--- src/rtl/ser_pkg.sv ---
// Shared types and constants for the block serializer.
// BLOCK_SER_SYNC_EN adds a leading sync byte to every frame.
package ser_pkg;

  localparam int BYTES_PER_BLOCK = 16;
  localparam logic [7:0] SYNC_BYTE = 8'hA5;

`ifdef BLOCK_SER_SYNC_EN
  localparam int FRAME_BYTES = BYTES_PER_BLOCK + 1;
`else
  localparam int FRAME_BYTES = BYTES_PER_BLOCK;
`endif

  localparam int IDX_W = 5;

  typedef enum logic [1:0] {
    IDLE = 2'd0,
    SEND = 2'd1,
    HOLD = 2'd2
  } ser_state_t;

  // byte k lives in bits [8k+7:8k]
  typedef logic [BYTES_PER_BLOCK-1:0][7:0] block_t;

endpackage

--- src/rtl/block_fifo.sv ---
// DEPTH-entry block FIFO with registered not-full flag.
// Ports: clk_in, rst_in, push_in, wr_data_in, pop_in, rd_data_out, count_out, ready_out.
module block_fifo
  import ser_pkg::*;
#(
  parameter int DEPTH = 2
) (
  input  logic                   clk_in,
  input  logic                   rst_in,
  input  logic                   push_in,
  input  block_t                 wr_data_in,
  input  logic                   pop_in,
  output block_t                 rd_data_out,
  output logic [$clog2(DEPTH):0] count_out,
  output logic                   ready_out
);

  localparam int PW = $clog2(DEPTH);
  localparam int CW = PW + 1;

  block_t mem_q [DEPTH];

  logic [PW-1:0] wr_ptr_q, wr_ptr_d;
  logic [PW-1:0] rd_ptr_q, rd_ptr_d;
  logic [CW-1:0] count_q, count_d;
  logic          ready_q, ready_d;
  logic          do_push, do_pop;

  always_comb begin
    do_push  = push_in && ready_q;
    do_pop   = pop_in && (count_q != '0);
    wr_ptr_d = wr_ptr_q;
    rd_ptr_d = rd_ptr_q;
    count_d  = count_q;
    if (do_push) begin
      wr_ptr_d = wr_ptr_q + PW'(1);
    end
    if (do_pop) begin
      rd_ptr_d = rd_ptr_q + PW'(1);
    end
    if (do_push && !do_pop) begin
      count_d = count_q + CW'(1);
    end else if (!do_push && do_pop) begin
      count_d = count_q - CW'(1);
    end
    ready_d = (count_d != CW'(DEPTH));
  end

  always_ff @(posedge clk_in or negedge rst_in) begin
    if (!rst_in) begin
      wr_ptr_q <= '0;
      rd_ptr_q <= '0;
      count_q  <= '0;
      ready_q  <= 1'b1;
    end else begin
      wr_ptr_q <= wr_ptr_d;
      rd_ptr_q <= rd_ptr_d;
      count_q  <= count_d;
      ready_q  <= ready_d;
    end
  end

  always_ff @(posedge clk_in) begin
    if (do_push) begin
      mem_q[wr_ptr_q] <= wr_data_in;
    end
  end

  assign rd_data_out = mem_q[rd_ptr_q];
  assign count_out   = count_q;
  assign ready_out   = ready_q;

endmodule

--- src/rtl/block_serializer.sv ---
// Buffers 128-bit blocks and sends them one byte per pacing tick.
// Ports: block in/ready, tick/enable/busy, byte out/valid, overflow/late flags.
// Define BLOCK_SER_SYNC_EN to prefix each block with sync byte A5.
module block_serializer
  import ser_pkg::*;
#(
  parameter int DEPTH = 2
) (
  input  logic       clk_in,
  input  logic       rst_in,
  input  logic       block_valid_in,
  input  block_t     block_in,
  output logic       block_ready_out,
  input  logic       tick_in,
  input  logic       enable_in,
  input  logic       tx_busy_in,
  output logic [7:0] byte_out,
  output logic       byte_valid_out,
  output logic       overflow_out,
  output logic       late_out
);

  localparam int CW = $clog2(DEPTH) + 1;

  ser_state_t       state_q, state_d;
  logic [IDX_W-1:0] idx_q, idx_d;
  logic [7:0]       byte_q, byte_d;
  logic             valid_q, valid_d;
  logic             ovf_q, ovf_d;
  logic             late_q, late_d;

  block_t           head;
  logic [CW-1:0]    count;
  logic             ready;
  logic             push;
  logic             pop;
  logic [3:0]       data_idx;
  logic [7:0]       cur_byte;
  logic             last;

  block_fifo #(
    .DEPTH(DEPTH)
  ) u_fifo (
    .clk_in     (clk_in),
    .rst_in     (rst_in),
    .push_in    (block_valid_in),
    .wr_data_in (block_in),
    .pop_in     (pop),
    .rd_data_out(head),
    .count_out  (count),
    .ready_out  (ready)
  );

  assign push = block_valid_in && ready;
  assign last = (idx_q == IDX_W'(FRAME_BYTES - 1));

`ifdef BLOCK_SER_SYNC_EN
  assign data_idx = 4'(idx_q - IDX_W'(1));
  assign cur_byte = (idx_q == '0) ? SYNC_BYTE : head[data_idx];
`else
  assign data_idx = idx_q[3:0];
  assign cur_byte = head[data_idx];
`endif

  always_comb begin
    state_d = state_q;
    idx_d   = idx_q;
    byte_d  = byte_q;
    valid_d = 1'b0;
    late_d  = late_q;
    pop     = 1'b0;
    // a drop is flagged even if a pop frees space this cycle
    ovf_d   = ovf_q | (block_valid_in & ~ready);
    unique case (state_q)
      IDLE: begin
        if (count != '0) begin
          state_d = SEND;
          idx_d   = '0;
        end
      end
      SEND: begin
        if (tick_in) begin
          if (tx_busy_in) begin
            late_d  = 1'b1;
            state_d = HOLD;
          end else begin
            // byte is consumed regardless of enable
            valid_d = enable_in;
            if (enable_in) begin
              byte_d = cur_byte;
            end
            if (last) begin
              pop   = 1'b1;
              idx_d = '0;
              if ((count > CW'(1)) || push) begin
                state_d = SEND;
              end else begin
                state_d = IDLE;
              end
            end else begin
              idx_d = idx_q + IDX_W'(1);
            end
          end
        end
      end
      HOLD: begin
        if (!tx_busy_in) begin
          state_d = SEND;
        end
      end
      default: begin
        state_d = IDLE;
      end
    endcase
  end

  always_ff @(posedge clk_in or negedge rst_in) begin
    if (!rst_in) begin
      state_q <= IDLE;
      idx_q   <= '0;
      byte_q  <= 8'h00;
      valid_q <= 1'b0;
      ovf_q   <= 1'b0;
      late_q  <= 1'b0;
    end else begin
      state_q <= state_d;
      idx_q   <= idx_d;
      byte_q  <= byte_d;
      valid_q <= valid_d;
      ovf_q   <= ovf_d;
      late_q  <= late_d;
    end
  end

  assign block_ready_out = ready;
  assign byte_out        = byte_q;
  assign byte_valid_out  = valid_q;
  assign overflow_out    = ovf_q;
  assign late_out        = late_q;

endmodule

--- config.mk ---
export PLATFORM = sky130hd
export DESIGN_NAME = block_serializer
export DESIGN_NICKNAME = d
export VERILOG_FILES = /design/src/rtl/ser_pkg.sv /design/src/rtl/block_fifo.sv /design/src/rtl/block_serializer.sv
export SDC_FILE = /design/constraint.sdc
export NUM_CORES = 1
export LEC_CHECK = 0
export CAP_MARGIN = 20
export CELL_PAD_IN_SITES_DETAIL_PLACEMENT = 1
export CELL_PAD_IN_SITES_GLOBAL_PLACEMENT = 1
export CORE_MARGIN = 2
export CORE_UTILIZATION = 47
export DETAILED_ROUTE_END_ITERATION = 8
export GPL_TIMING_DRIVEN = 0
export MAX_ROUTING_LAYER = met4
export PLACE_DENSITY_LB_ADDON = 0.1
export SLEW_MARGIN = 20
export SYNTH_ARGS = -nofsm -noshare
export SYNTH_HDL_FRONTEND = slang
export SYNTH_HIERARCHICAL = 1
export SYNTH_SLANG_ARGS = --single-unit
--- constraint.sdc ---
create_clock -name clk_in -period 7.45 [get_ports clk_in]
set_input_delay 0.745 -clock clk_in [delete_from_list [all_inputs] [get_ports clk_in]]
set_output_delay 0.745 -clock clk_in [all_outputs]
set_load 0.01 [all_outputs]
==> out/summary.txt <==
area growth from synthesis to layout = 26.6%
max frequency = 0.393 GHz
critical path endpoint category = flop
top_reg_cell synth = edfxtp_1
gr usage total = 21.1%
Starting Density = 48.1%
Cell Area, Placed = 13,400 µm²
Crit path arrival time = 2.80 ns
vias post-DR = 6,033
Post-synth EDFFs = 256
Starting DRT DRC Count = 384
gpl congestion = 0.748
switching fraction of total power = 27.2%
CP Class = in -> reg
die width = 159 µm
Post-Route Utilization = 60.9%
syn nets = 716
Die ar. = 25,400 µm²
initial antenna violation count = 1
synth unique cells = 48
Worst EP required = 7.71 ns
Final min period = 2.54 ns
flops & latches, synth = 279
Hold Path Class = in -> async
clock network fraction of total power = 30.2%
cts-stage hold buffer count = 0
Ports = 146
largest net degree at the start of global routing = 44
Final Hold Viols = 0
multiplexer area fraction after synthesis = 18.9%
fraction of layout cells with a size suffix above 1 = 27.8%
status = finished clean
top-area cell type share of the netlist area = 67.8%
Static Leak = 4.83 nW
Slew headroom = 54.2%
Post-Synth Simple-Gate Area = 2.19%
net switching power = 1.31 mW
Buffers on Ports = 145
Startpoint Class = primary input
Synth area leaders = edfxtp_1 68%, mux2_2 10%, dfrtp_1 4.9%, mux4_2 4.8%, mux2_1 2.4%
first-pass GRT wire length = 39,900 µm
FILL cells = 2,068
Layout Nets = 901
worst vdd ir = 0.218 mV
worst slew pin tran = 0.686 ns
Seq/Total Area, Yosys = 72.9%
Gate Count Post-Synth = 580
Die Span Y = 159 µm
final period utilization = 34.1%
power per cell area = 337 nW/µm²
post-CTS setup buffers = 0
Clock Sinks = 279
post_cts resized = 0
worst setup margin = 4.91 ns
row count = 56
DRT Wirelength = 25,500 µm
Synth Area in Compound Gates = 2.96%
Fin Clk Skew = 0.0134 ns
clk slew on worst S/H paths = 0.06 ns
core area = 23,500 µm²
DR pass1 iterations = 4
CTS Buf Count = 30
Pwr Total = 4.83 mW
Avg Inst Size Synth = 19.5 µm²
area leader, netlist = edfxtp_1
top cells by count, synth = 256 x edfxtp_1, 104 x mux2_2, 24 x mux2_1, 24 x mux4_2, 22 x dfrtp_1
H-Tree Depth = 1
Max Cap Violations = 0
largest family of logic cells by synthesized area = multiplexers
Max FO, Critical Path = 25
final hold slack = 0.180 ns
final setup violating endpoints = 0
vias in the first global route = 6,789
ANT nets after route = 0
cell with the most instances after synthesis = edfxtp_1
Reg power frac = 45.6%
Int Power = 3.52 mW
Adder-Cell Fraction of Synth Area = 0.320%
worst skew pair latency = 0.55 ns
dpl hpwl = 17,300 µm
Synth Area in XOR/XNOR = 0.375%
Synth Cell Area = 11,300 µm²
Placement Setup Slack = 4.39 ns
RSZ-0062 raised after global routing = no
combinational share of power = 24.1%
final max-slew violation count = 0
synth warn = 6
CTS tree = done
Longest Clk Path Bufs = 3
clk root buf = clkbuf_16
Congestion Overflow GR = 0
drt drc = 0
design area = 14,300 µm²
Async S/R FF share, synth = 8.24%
via/cell ratio = 5.45
average wire per cell in the routed design = 23.0 µm
power by group through the flow:
| stage | Clock [mW] | Combinational [mW] | Sequential, mW |
|---|---|---|---|
| after floorplan | 0 | 0.690 | 2.25 |
| after global placement | 0 | 1.07 | 2.28 |
| after detailed placement | 0 | 1.17 | 2.23 |
| after CTS | 1.49 | 1.18 | 2.21 |
| after global routing | 1.55 | 1.26 | 2.24 |
| final | 1.46 | 1.16 | 2.20 |
metal layers:
layer	vias to the layer above	global-route usage, %	share of wire, %
li1	2715	-	-
met1	3127	28.5	43
met2	158	34.6	50
met3	33	3.52	5.2
met4	0	4.01	1.5
met5	-	-	0
sequential cells by signal, summed over array words and instances, names as in the netlist:
name,flops
u_fifo/mem_q,256
byte_out,8
idx_q,5
state_q,2
u_fifo/count_out,2
byte_valid_out,1
late_out,1
overflow_out,1
u_fifo/rd_ptr_q,1
u_fifo/ready_out,1
u_fifo/wr_ptr_q,1
cells in the final DEF, fill, tap and decap left out, drive strengths merged, types with 3 or more instances in the layout:
| master | Yosys | layout |
|---|---|---|
| a21oi | 5 | 5 |
| a22oi | 8 | 8 |
| a31oi | 16 | 16 |
| buf | 26 | 35 |
| clkbuf | 4 | 45 |
| clkdlybuf4s50 | 0 | 144 |
| clkinv | 0 | 11 |
| dfrtp | 22 | 22 |
| edfxtp | 256 | 256 |
| inv | 4 | 5 |
| mux2 | 128 | 128 |
| mux2i | 16 | 16 |
| mux4 | 24 | 24 |
| nand2 | 7 | 7 |
| nand2b | 4 | 4 |
| nor2 | 12 | 12 |
| nor2b | 3 | 3 |
| o21ai | 5 | 5 |
| o22ai | 9 | 9 |
| xnor2 | 4 | 4 |
kinds of logic (layout without fill, tap and decap cells):
| logic type | count (synthesis) | count (layout) |
|---|---|---|
| compound gates | 50 | 50 |
| other cells | 0 | 1 |
| xor+xnor | 4 | 4 |
| fa+ha+maj | 3 | 3 |
| buf+inv | 34 | 241 |
| flops | 279 | 279 |
| simple gates | 42 | 42 |
| mux | 168 | 168 |
worst paths after layout:
kind / endpoint / slack, ns / start / cells past startpoint
worst max register to register: u_fifo/mem_q[0][20] / 5.13 / u_fifo/ready_out / 5
min in group clk_in: overflow_out / 0.45 / overflow_out / 1
worst min-delay path: late_out / 0.18 / rst_in / 1
worst max-delay path: u_fifo/mem_q[0][20] / 4.91 / block_valid_in / 6
worst min register to register: overflow_out / 0.45 / overflow_out / 1
max in group asynchronous: u_fifo/count_out[0] / 6.89 / rst_in / 1
worst max-delay path, stage by stage:
cell and delay [ns]:
clkdlybuf4s50_1 0.59, nand2_1 0.18, nor2_4 0.57, buf_12 0.29
buf_12 0.22, buf_16 0.17
cell type report:
class	instances	area [µm²]	share of cell area, %
inverters	4	15.0	0.105
well taps	319	399	2.78
plain buffers	30	248	1.73
multi-input cells	267	2820	19.6
flip-flops and latches	279	8260	57.6
diodes	1	2.50	0.0174
repair buffers	153	1610	11.3
clock buffers	41	896	6.25
clock inverters	13	87.6	0.611
per-stage QoR:
| stage | setup TNS [ns] | std cells |
|---|---|---|
| 6_report | 0 | 1107 |
| 3_5_place_dp | 0 | 1052 |
| 2_1_floorplan | 0 | 580 |
| 5_1_grt | 0 | 1107 |
| 3_3_place_gp | -363.79 | 1044 |
| 4_1_cts | 0 | 1106 |
No activity file was read; power rests on OpenSTA's default activity.
